### src/rtl/prefetch_queue.sv
// prefetch_queue: instruction prefetch FIFO with credit-based fetch and jump redirect.
// Ports: clock/resetN, program_address/fetch_req/data_b (RAM), jump/jump_address,
//   next_instruction/instr_valid/instr_ready (consumer), level (occupancy).
module prefetch_queue #(
  parameter int          DEPTH    = 4,
  parameter logic [15:0] RESET_PC = 16'h0000
) (
  input  logic                     clock,
  input  logic                     resetN,
  output logic [15:0]              program_address,
  output logic                     fetch_req,
  input  logic [7:0]               data_b,
  input  logic                     jump,
  input  logic [15:0]              jump_address,
  output logic [7:0]               next_instruction,
  output logic                     instr_valid,
  input  logic                     instr_ready,
  output logic [$clog2(DEPTH):0]   level
);

  localparam int PW = $clog2(DEPTH);
  localparam int LW = PW + 1;

  typedef enum logic [1:0] {
    RUN,
    STALL,
    REDIRECT
  } state_t;

  state_t          state;
  state_t          state_nxt;
  logic            started;
  logic            inflight;
  logic [PW-1:0]   wr_ptr;
  logic [PW-1:0]   rd_ptr;
  logic [7:0]      mem [DEPTH];
  logic            credit;
  logic            push;
  logic            pop;

  // A returning byte always needs a slot, so it
  // counts against capacity while in flight.
  assign credit = ((LW+1)'(level) + (LW+1)'(inflight))
                  < (LW+1)'(DEPTH);

  assign push = inflight && !jump;
  assign pop  = instr_valid && instr_ready && !jump;

  assign instr_valid      = (level != '0);
  assign next_instruction = instr_valid ? mem[rd_ptr] : 8'h00;

  always_comb begin
    state_nxt = state;
    fetch_req = 1'b0;
    if (jump) begin
      state_nxt = REDIRECT;
    end else begin
      unique case (state)
        RUN: begin
          // Hold off the very first fetch until one
          // edge after reset release.
          if (started) begin
            if (credit) fetch_req = 1'b1;
            else        state_nxt = STALL;
          end
        end
        STALL: begin
          if (credit) state_nxt = RUN;
        end
        REDIRECT: begin
          fetch_req = 1'b1;
          state_nxt = RUN;
        end
        default: state_nxt = RUN;
      endcase
    end
  end

  always_ff @(posedge clock or negedge resetN) begin
    if (!resetN) begin
      state   <= RUN;
      started <= 1'b0;
    end else begin
      state   <= state_nxt;
      started <= 1'b1;
    end
  end

  always_ff @(posedge clock or negedge resetN) begin
    if (!resetN) begin
      program_address <= RESET_PC;
      inflight        <= 1'b0;
    end else if (jump) begin
      program_address <= jump_address;
      inflight        <= 1'b0;
    end else begin
      inflight <= fetch_req;
      if (fetch_req)
        program_address <= program_address + 16'd1;
    end
  end

  always_ff @(posedge clock or negedge resetN) begin
    if (!resetN) begin
      wr_ptr <= '0;
      rd_ptr <= '0;
      level  <= '0;
    end else if (jump) begin
      wr_ptr <= '0;
      rd_ptr <= '0;
      level  <= '0;
    end else begin
      if (push) wr_ptr <= wr_ptr + PW'(1);
      if (pop)  rd_ptr <= rd_ptr + PW'(1);
      unique case ({push, pop})
        2'b10:   level <= level + LW'(1);
        2'b01:   level <= level - LW'(1);
        default: level <= level;
      endcase
    end
  end

  // Storage needs no reset; instr_valid masks
  // stale entries.
  always_ff @(posedge clock) begin
    if (push && resetN)
      mem[wr_ptr] <= data_b;
  end

endmodule

### config.mk
export PLATFORM = sky130hd
export DESIGN_NAME = prefetch_queue
export DESIGN_NICKNAME = d
export VERILOG_FILES = /design/src/rtl/prefetch_queue.sv
export SDC_FILE = /design/constraint.sdc
export NUM_CORES = 1
export LEC_CHECK = 0
export ABC_AREA = 1
export BUFFER_PORTS_ARGS = -buffer_cell sky130_fd_sc_hd__buf_2
export CORE_MARGIN = 10
export CORE_UTILIZATION = 30
export DETAILED_ROUTE_END_ITERATION = 10
export SKIP_CTS_REPAIR_TIMING = 1
export SYNTH_ARGS = -nofsm -noshare
export SYNTH_HDL_FRONTEND = slang
export SYNTH_SLANG_ARGS = --single-unit
export TNS_END_PERCENT = 30
### constraint.sdc
create_clock -name clock -period 4.3 [get_ports clock]
set_input_delay 0.645 -clock clock [delete_from_list [all_inputs] [get_ports clock]]
set_output_delay 0.645 -clock clock [all_outputs]
set_load 0.01 [all_outputs]
==> metrics, run 1 <==
status=finished clean; register share of total power=between 40% and 50%; met3 Usage GRT=4.255%; die area=between 10000 and 15000 µm²; Post-synth EDFFs=32; gr ovfl total=0; Pwr Density=about 440 nW/µm²; CTS Root Cell=clkbuf_8; TritonCTS clock tree=done; GR Util met2=17.43%; max_cap viols=0; DP Wirelength=5594 µm; count of filler cells inserted in the layout=about 1100; Critical Path Max Stage Delay=about 700 ps; I/O pins=57; CP delay by family, top=flip-flops; Rows=37; Yosys cell types=36; drt wl/cell=around 14 µm; Slew HR=a little over half; total track usage=between 10% and 20%; # clock sinks=59; Final min period=approximately 2500 ps; First DRT Iteration DRCs=between 100 and 150; Nets=between 400 and 500; Mapped Area=slightly above 3000 µm²; Async SR Flop Fraction=between 40% and 50%; CP Launch Type=flop; Area growth syn-to-layout=19.41%; initial antenna violation count=0; crit path buf inv count=2; most frequent cells in the layout=nand2_1 (96), buf_2 (56), nor2_1 (50), inv_1 (33), edfxtp_1 (32); commonest register cell after synthesis=edfxtp_1; Fmax=399.1 MHz; worst vdd ir=~0.17 mV; CP Data Required Time=3650 ps; starting density of the core=between 30% and 40%; Yosys warnings=0; final max-slew violation count=0; Setup TNS=0 ps; Internal=roughly 0.0011 W; post-route ant nets=0; Slew @ Worst Pin=about 700 ps; Leakage=1.716 nW; pin count of the biggest net entering global routing=31; Via density=about 4.5; critical path class=flop to primary output; clock latency on the worst-skew pair=approximately 340 ps; # diodes=0; switching share of power=around 33%; Hold WC Path Type=primary input to asynchronous set/reset pin; combinational fraction of design power=a little under a quarter; Syn Area/Cell=8.535 µm²; DRT Pass-1 Iters=5; Port Buf Inserts=56; endpoint class of the critical path=primary output; Hold Vio Cnt, Final=0; gr busiest metal=met2; commonest non-fill, non-tap cell in the layout=nand2_1; core area=a little over 10000 µm²; routability cong.=0.7711; worst-path fanout max=18; met1 Track Usage GR=12.70%; first-pass GRT wire length=around 13000 µm; layout cells sized above 1=23.29%; Clock transition at path regs=70 ps; final hold slack=roughly 330 ps; Worst Skew=5.261 ps; TritonCTS Buffers=9; clock buffer depth=2; Clock power frac=a little over a third; # DRC=0; Detailed Route WL=around 7600 µm; Critical Path AT=roughly 1900 ps; H-tree level count=3; Critical-path top delay cell=dfrtp_1; Vias=2518; cells along the critical path=inv_2 > o21ai_0 > a21oi_1 > buf_2; sequential area share after synthesis=52.68%; RSZ-0062 raised after global routing=false; Post-Syn Nets=around 400; die span in y=roughly 120 µm; NetSw=between 0.0005 and 0.0006 W; Mapped Cells=approximately 360; post-synthesis register bit count=between 50 and 60; final setup fails=0; Period Utilization, post-route=58.27%; vias in the first global route=2545; Die Wd=around 120 µm
==> power groups by stage <==
stage	combinational, W	sequential (W)	clock [W]
3_3_place_gp	0.000373	0.000709	0
4_1_cts	0.000381	0.000697	0.000583
3_5_place_dp	0.000382	0.000708	0
2_1_floorplan	0.000238	0.000699	0
6_report	0.000372	0.000696	0.000569
5_1_grt	0.000426	0.000708	0.000600
==> stage by stage <==
step	cell area [µm²]	worst slack (ps)	total power [W]	util, %	std cells
3_3_place_gp	3486	1935	0.001082	34.23	545
4_1_cts	3710	1736	0.001661	36.43	561
3_5_place_dp	3486	1860	0.001090	34.23	545
2_1_floorplan	3107	2465	0.0009366	-	364
5_1_grt	3710	1624	0.001734	36.43	561
6_report	3710	1794	0.001637	36.43	561
==> logic make-up after synthesis <==
kind of cell,synth area share [%]
AO/OA/AOI/OAI,6.846
flip-flops,52.68
buffers and inverters,7.007
adder cells (fa/ha/maj),2.658
AND/OR/NAND/NOR,29.84
other,0.1207
XOR/XNOR,0.8459
==> sequential cells by signal, indices dropped and copies added (netlist names) <==
| register | count |
|---|---|
| mem | 32 |
| program_address | 16 |
| level | 3 |
| rd_ptr | 2 |
| state | 2 |
| wr_ptr | 2 |
| inflight | 1 |
| started | 1 |
==> per-layer routing <==
layer | wire, µm | up-vias | part of all wire (%)
met4 | 83 | 0 | 1.1
li1 | - | 1286 | -
met5 | 0 | - | 0
met2 | 3562 | 78 | 47
met3 | 614 | 11 | 8.1
met1 | 3351 | 1143 | 44
==> final cells by class <==
type	count	area, µm²	area share, %
flip-flops and latches	59	1637	44.11
multi-input cells	255	1252	33.76
repair buffers	56	280.3	7.555
well taps	136	170.2	4.587
inverters	39	146.4	3.946
clock buffers	9	123.9	3.339
clock inverters	7	100.1	2.698
==> synth_stat cells (2+ instances only) <==
cell type  instances  area, µm²
nand4_1            7      43.79
a21oi_1           11      55.05
buf_6              3      33.78
or2_2              7      43.79
buf_2              5      25.02
o21bai_1           2      15.01
xor2_1             2      17.52
o211ai_1           2      15.01
clkinv_1           2      7.510
nor2_2             5      31.28
nand2_1           96      360.4
nand3_1           25      125.1
nand2_2            4      25.02
edfxtp_1          32      960.9
nor2_4             2      22.52
inv_2              4      15.01
o21ai_1            4      20.02
nor2_1            50      187.7
dfrtp_1           27      675.7
o21ai_0           18      90.09
inv_1             33      123.9
or2_0              4      25.02
ha_1               5      62.56
clkbuf_1           2      7.510
==> path summary, 6_finish.rpt <==
kind / depth (start not counted) / endpoint / slack (ps) / start
setup / recovery: 4 / next_instruction[4] / 1790 / rd_ptr[0]
max in group asynchronous: 1 / program_address[15] / 3520 / resetN
min in group clock: 3 / program_address[0] / 520 / jump_address[0]
hold reg to reg: 3 / state[0] / 550 / state[1]
hold / removal: 1 / program_address[8] / 330 / resetN
setup reg to reg: 9 / level[2] / 2500 / level[0]
==> worst reg2reg max path: cells and delay by family (launching register included) <==
family	cells	cell delay [ps]
fa+ha+maj	1	380
simple gates	5	470
buf+inv	1	80
xor+xnor	2	360
flops	1	460
Power figures use the tool's default switching activity.
==> run 2: changes to the inputs <==
ABC_AREA = 0   (was 1)
clock period = 2.2 ns   (was 4.3 ns; I/O delays follow)
==> run 2 against run 1 <==
  * Critical path depth did not move
  * Worst hold slack worse by 300 ps
  * Core utilization increased by 2.3 points
  * Synthesized cell count is 41% lower
  * Via count is 24% lower
  * First-iteration DRC count decreased by 35%
  * Register-to-register slack lost 2300 ps
  * Critical endpoint is now next_instruction[1]
  * Largest power group unchanged
==> metrics, run 2 <==
status=finished clean (unchanged); xor/xnor cell area share of the yosys netlist=1.926% (was 0.8458%); die span in y=115.4 µm (was 121.8 µm); commonest non-fill, non-tap cell in the layout=buf_2 (was nand2_1); Via density=4.885 (was 4.488); I/O pins=57 (unchanged); worst-path fanout max=8 (was 18); Yosys cell types=33 (was 36); Mapped Area=2729 µm² (was 3107 µm²); NetSw=0.001040 W (was 0.0005370 W); Mapped Cells=214 (was 364); Post-synth EDFFs=32 (unchanged); switching share of power=29.46% (was 32.80%); routed wl met2=2821 µm (was 3562 µm); H-tree level count=3 (unchanged); most flop-heavy register=mem (unchanged); Design Power=0.003530 W (was 0.001637 W); # clock sinks=59 (unchanged); adder-cell share of the synthesized area=3.026% (was 2.658%); critical path class=flop to primary output (unchanged); final hold slack=28.55 ps (was 331.0 ps); Hold WC Path Type=primary input to asynchronous set/reset pin (unchanged); Critical Path AT=1740 ps (was 1860 ps); Worst Skew=6.131 ps (was 5.261 ps); combinational fraction of design power=28.3% (was 22.7%); Synth top area share=35.21% (was 30.93%); initial antenna violation count=0 (unchanged); sequential area share after synthesis=59.97% (was 52.68%); Async SR Flop Fraction=45.76% (unchanged); # DRC=0 (unchanged); Vias=1920 (was 2518); DRT Pass-1 Iters=4 (was 5); routability cong.=0.7981 (was 0.7711); Fmax=482.9 MHz; mux cell area share after synthesis=7.703% (was 0%); Nets=314 (was 454); Synth area leader=edfxtp_1 (unchanged); M1 wire length=2693 µm (was 3351 µm); post-synthesis register bit count=59 (unchanged); Yosys warnings=0 (unchanged); first-pass GRT wire length=9818 µm (was 12520 µm); Die Wd=115.4 µm (was 121.8 µm); total track usage=9.460% (was 10.58%); finished layout cell area=3413 µm² (was 3710 µm²); clock buffer depth=2 (unchanged); Period Utilization, post-route=between 90 and 100%; Internal=0.002490 W (was 0.001100 W); Final min period=~2100 ps; starting density of the core=30.99% (was 30.50%); post-route ant nets=0 (unchanged); RSZ-0062 raised after global routing=false (unchanged); Pwr Density=1034 nW/µm² (was 441.3 nW/µm²); worst vdd ir=0.3761 mV (was 0.1693 mV); Clock transition at path regs=70 ps (about the same); vias in the first global route=1970 (was 2545); Synth Area in Simple Gates=17.42% (was 29.84%); die area=13310 µm² (was 14830 µm²); CP Launch Type=flop (unchanged); final setup fails=0 (unchanged); layout cells sized above 1=32.63% (was 23.29%); largest registers=mem: 32 flops, program_address: 16 flops, level: 3 flops (unchanged); WL met3=535 µm (was 614 µm); DP Wirelength=4386 µm (was 5594 µm); TritonCTS clock tree=done (unchanged); placed inst area=3167 µm² (was 3486 µm²); drt wl/cell=15.46 µm (was 13.57 µm); post-layout util=38.76% (was 36.43%); R2R Path End=program_address[14] (was level[2]); Detailed Route WL=6074 µm (was 7611 µm); top sig layer=met4 (unchanged); TritonCTS Buffers=9 (unchanged); First DRT Iteration DRCs=70 (was 107); Port Buf Inserts=56 (unchanged); commonest register cell after synthesis=edfxtp_1 (unchanged); most frequent cells in the layout=buf_2 (56), edfxtp_1 (32), dfrtp_1 (27), nor2_1 (18), and2_1 (14) (was nand2_1 (96), buf_2 (56), nor2_1 (50), inv_1 (33), edfxtp_1 (32)); Clock power frac=33.4% (was 34.7%); endpoint class of the critical path=primary output (unchanged); Synth top cells by count=edfxtp_1 (32), dfrtp_1 (27), nor2_1 (18) (was nand2_1 (96), nor2_1 (50), inv_1 (33)); max_cap viols=0 (unchanged); Leakage=1.373 nW (was 1.716 nW); # diodes=0 (unchanged); Reg2Reg Depth=4 (was 9); Post-Syn Nets=248 (was 398); worst reg-to-reg setup slack=180 ps (was 2500 ps); Largest register FFs=32 (unchanged); register share of total power=38.3% (was 42.5%); largest family of logic cells by synthesized area=simple AND/OR/NAND/NOR gates (unchanged); pin count of the biggest net entering global routing=28 (was 31); RR Startpoint=state[1] (was level[0]); CP Data Required Time=1870 ps (was 3650 ps); Synth area leaders=edfxtp_1 (35%), dfrtp_1 (25%), mux4_2 (6.6%), or4_1 (3.3%), and2_1 (3.2%) (was edfxtp_1 (31%), dfrtp_1 (22%), nand2_1 (12%), nor2_1 (6.0%), nand3_1 (4.0%)); Syn Area/Cell=12.75 µm² (was 8.535 µm²); Setup TNS=0 ps (unchanged); Rows=34 (was 37); compound-cell area share of the yosys netlist=6.923% (was 6.847%); core area=8806 µm² (was 10180 µm²); Hold Vio Cnt, Final=0 (unchanged); Area growth syn-to-layout=25.08% (was 19.41%); clock latency on the worst-skew pair=340 ps (about the same); final max-slew violation count=0 (unchanged); gr ovfl total=0 (unchanged); count leader, synth=edfxtp_1 (was nand2_1); CTS Root Cell=clkbuf_8 (unchanged)
==> run 2: cell count changes in the layout (fill, tap and decap cells not counted), moves of 12 or more <==
cell / change
nand2_1: -85
nor2_1: -32
inv_1: -28
nand3_1: -16
and2_1: +13
o21ai_0: -12
==> run 2: routing by layer <==
metal / global-route usage, % / vias to the layer above
li1: - / 934
met1: 11.33 / 919
met4: 2.872 / 0
met2: 14.34 / 63
met5: 0 / -
met3: 5.104 / 4
==> run 2: final cells by class <==
| type | instances | area (µm²) |
|---|---|---|
| Tap cell | 108 | 135.1 |
| Clock buffer | 9 | 123.9 |
| Fill cell | 849 | 5393 |
| Clock inverter | 7 | 115.1 |
| Timing Repair Buffer | 67 | 366.6 |
| Multi-Input combinational cell | 138 | 1017 |
| Sequential cell | 59 | 1637 |
| Inverter | 5 | 18.77 |
==> run 2: stage by stage <==
step / setup slack, ps / instances
2_1_floorplan: 128.0 / 214
3_3_place_gp: 139.8 / 377
3_5_place_dp: 86.96 / 377
4_1_cts: 44.07 / 393
5_1_grt: 34.54 / 393
6_report: 129.0 / 393
==> run 2: kinds of logic after synthesis <==
kind of cell	after synthesis
adders and majority gates	6
buffers and inverters	17
other	1
and+or+nand+nor	85
xor gates and xnor gates	6
AOI/OAI and AO/OA	29
DFF	59
muxes	11
==> run 2: critical path: stages (launching register included) <==
cell     delay [ps]
dfrtp_1         400
buf_6           190
mux4_2          510
and2_1          170
buf_2           130
==> run 2: power by group through the flow <==
stage	Sequential, W	Clock [W]	Combinational (W)
floorplan	0.00140	0	0.000590
finish	0.00135	0.00118	0.00100
global placement	0.00137	0	0.00100
CTS	0.00135	0.00122	0.00102
detailed placement	0.00138	0	0.00102
global route	0.00137	0.00126	0.00112
==> run 2: how the worst max path moves through the flow <==
| stage | from | end | slack, ps |
|---|---|---|---|
| 6_report | rd_ptr[0] | next_instruction[1] | 130 |
| 2_1_floorplan | level[0] | program_address[8] | 130 |
| 3_3_place_gp | state[1] | program_address[11] | 140 |
| 5_1_grt | level[1] | next_instruction[2] | 30 |
| 4_1_cts | rd_ptr[0] | next_instruction[1] | 40 |
| 3_5_place_dp | state[1] | program_address[11] | 90 |
==> run 3: changes to the inputs <==
clock period = 2.3 ns   (was 2.2 ns; I/O delays follow)
==> run 3 against run 2 <==
  * Clock power decreased by 33%
  * Setup slack improved by 38 ps
  * Via count decreased by 1.4%
  * Clock skew about the same
  * Sequential share of layout area increased by 1.2 points
  * Sequential cell count unchanged
  * Combinational power decreased by 6%
  * Die area unchanged
  * Total power decreased by 14%
  * Sequential power decreased by 4%
  * Cell area decreased by 2.5%
  * Critical path depth unchanged
  * Critical path type unchanged
  * Critical endpoint unchanged
  * Highest routed layer unchanged
==> metrics, run 3 (synthesis results as in run 2) <==
Final min period=roughly 2100 ps; Port Buf Inserts=56 (unchanged); Design Power=0.003031 W (was 0.003530 W); total track usage=9.626% (was 9.460%); worst-path fanout max=8 (unchanged); Clock transition at path regs=70 ps (about the same); Largest register FFs=32 (unchanged); CP Data Required Time=1960 ps (was 1870 ps); worst reg-to-reg setup slack=200 ps (was 180 ps); crit path from=rd_ptr[0] (unchanged); pin count of the biggest net entering global routing=28 (unchanged); routed wl met2=2802 µm (was 2821 µm); Nets=313 (was 314); Period Utilization, post-route=92.73%; post-route ant nets=0 (unchanged); commonest non-fill, non-tap cell in the layout=buf_2 (unchanged); Vias=1894 (was 1920); drt wl/cell=15.60 µm (was 15.46 µm); most flop-heavy register=mem (unchanged); DRT Pass-1 Iters=4 (unchanged); Hold WC Path Type=primary input to asynchronous set/reset pin (unchanged); die area=13310 µm² (unchanged); clock buffer depth=2 (unchanged); Critical Path AT=1790 ps (was 1740 ps); final hold slack=41.76 ps (was 28.55 ps); TritonCTS clock tree=done (unchanged); Rows=34 (unchanged); worst vdd ir=0.4164 mV (was 0.3761 mV); routability cong.=0.8045 (was 0.7981); TritonCTS Buffers=9 (unchanged); clock latency on the worst-skew pair=330 ps (was 340 ps); Worst Skew=5.784 ps (was 6.131 ps); finished layout cell area=3327 µm² (was 3413 µm²); Leakage=1.324 nW (was 1.373 nW); # diodes=0 (unchanged); Fmax=468.9 MHz; RR Startpoint=state[1] (unchanged); CTS Root Cell=clkbuf_8 (unchanged); Die Wd=115.4 µm (unchanged); final max-slew violation count=0 (unchanged); R2R Path End=program_address[11] (was program_address[14]); H-tree level count=3 (unchanged); vias in the first global route=1882 (was 1970); count of filler cells inserted in the layout=873 (was 849); initial antenna violation count=0 (unchanged); First DRT Iteration DRCs=93 (was 70); final setup fails=0 (unchanged); DP Wirelength=4396 µm (was 4386 µm); Via density=4.832 (was 4.885); top sig layer=met4 (unchanged); RSZ-0062 raised after global routing=false (unchanged); gr ovfl total=0 (unchanged); CP Launch Type=flop (unchanged); Reg2Reg Depth=4 (unchanged); first-pass GRT wire length=9915 µm (was 9818 µm); M1 wire length=2823 µm (was 2693 µm); Hold Vio Cnt, Final=0 (unchanged); status=finished clean (unchanged); largest registers=mem: 32 flops, program_address: 16 flops, level: 3 flops (unchanged); # DRC=0 (unchanged); Setup TNS=0 ps (unchanged); layout cells sized above 1=31.69% (was 32.63%); WL met3=456 µm (was 535 µm); critical path class=flop to primary output (unchanged); register area=1637 µm² (unchanged); Pwr Density=911.0 nW/µm² (was 1034 nW/µm²); Area growth syn-to-layout=21.92% (was 25.08%); die span in y=115.4 µm (unchanged); CP endpoint=next_instruction[1] (unchanged); placed inst area=3159 µm² (was 3167 µm²); max_cap viols=0 (unchanged); endpoint class of the critical path=primary output (unchanged); # clock sinks=59 (unchanged); starting density of the core=30.99% (unchanged); core area=8806 µm² (unchanged); I/O pins=57 (unchanged); Multi-input gate area=1013 µm² (was 1017 µm²); most frequent cells in the layout=buf_2 (56), edfxtp_1 (32), dfrtp_1 (27), nor2_1 (18), and2_1 (14) (unchanged); Detailed Route WL=6116 µm (was 6074 µm)
run 3: per-stage QoR:
step | instances | setup slack (ps) | utilization (%)
2_1_floorplan | 214 | 228.0 | -
3_3_place_gp | 376 | 238.5 | 35.88
3_5_place_dp | 376 | 192.6 | 35.88
4_1_cts | 392 | 127.1 | 37.78
5_1_grt | 392 | 73.31 | 37.78
6_report | 392 | 167.2 | 37.78
run 3: worst min path at each step:
stage | to | startpoint | slack, ps | cells past startpoint
2_1_floorplan | inflight | resetN | 50 | 0
3_3_place_gp | program_address[0] | resetN | 420 | 2
3_5_place_dp | program_address[0] | resetN | 410 | 2
4_1_cts | program_address[0] | resetN | 40 | 2
5_1_grt | program_address[0] | resetN | 60 | 2
6_report | state[0] | resetN | 40 | 2
run 3: power breakdown:
| group | internal [W] | switching (W) |
|---|---|---|
| clock | 0.000384 | 0.000411 |
| combinational | 0.000444 | 0.000492 |
| sequential | 0.00121 | 0.0000938 |
| total | 0.00203 | 0.000997 |
run 3: critical path, cell delays in order (launching register included):
cell     delay [ps]
dfrtp_1         390
buf_4           230
mux4_2          530
and2_1          170
buf_2           140
run 3: per-layer routing:
metal	GRT usage, %	up-vias
met1	12.06	898
met4	3.041	0
li1	-	941
met3	4.531	2
met2	14.38	53
met5	0	-
run 3: area by class of cell:
type	count	area share (%)
multi-input cells	138	30.46
inverters	5	0.5641
well taps	108	4.062
flip-flops and latches	59	49.19
clock inverters	7	1.316
clock buffers	9	3.723
repair buffers	66	10.68
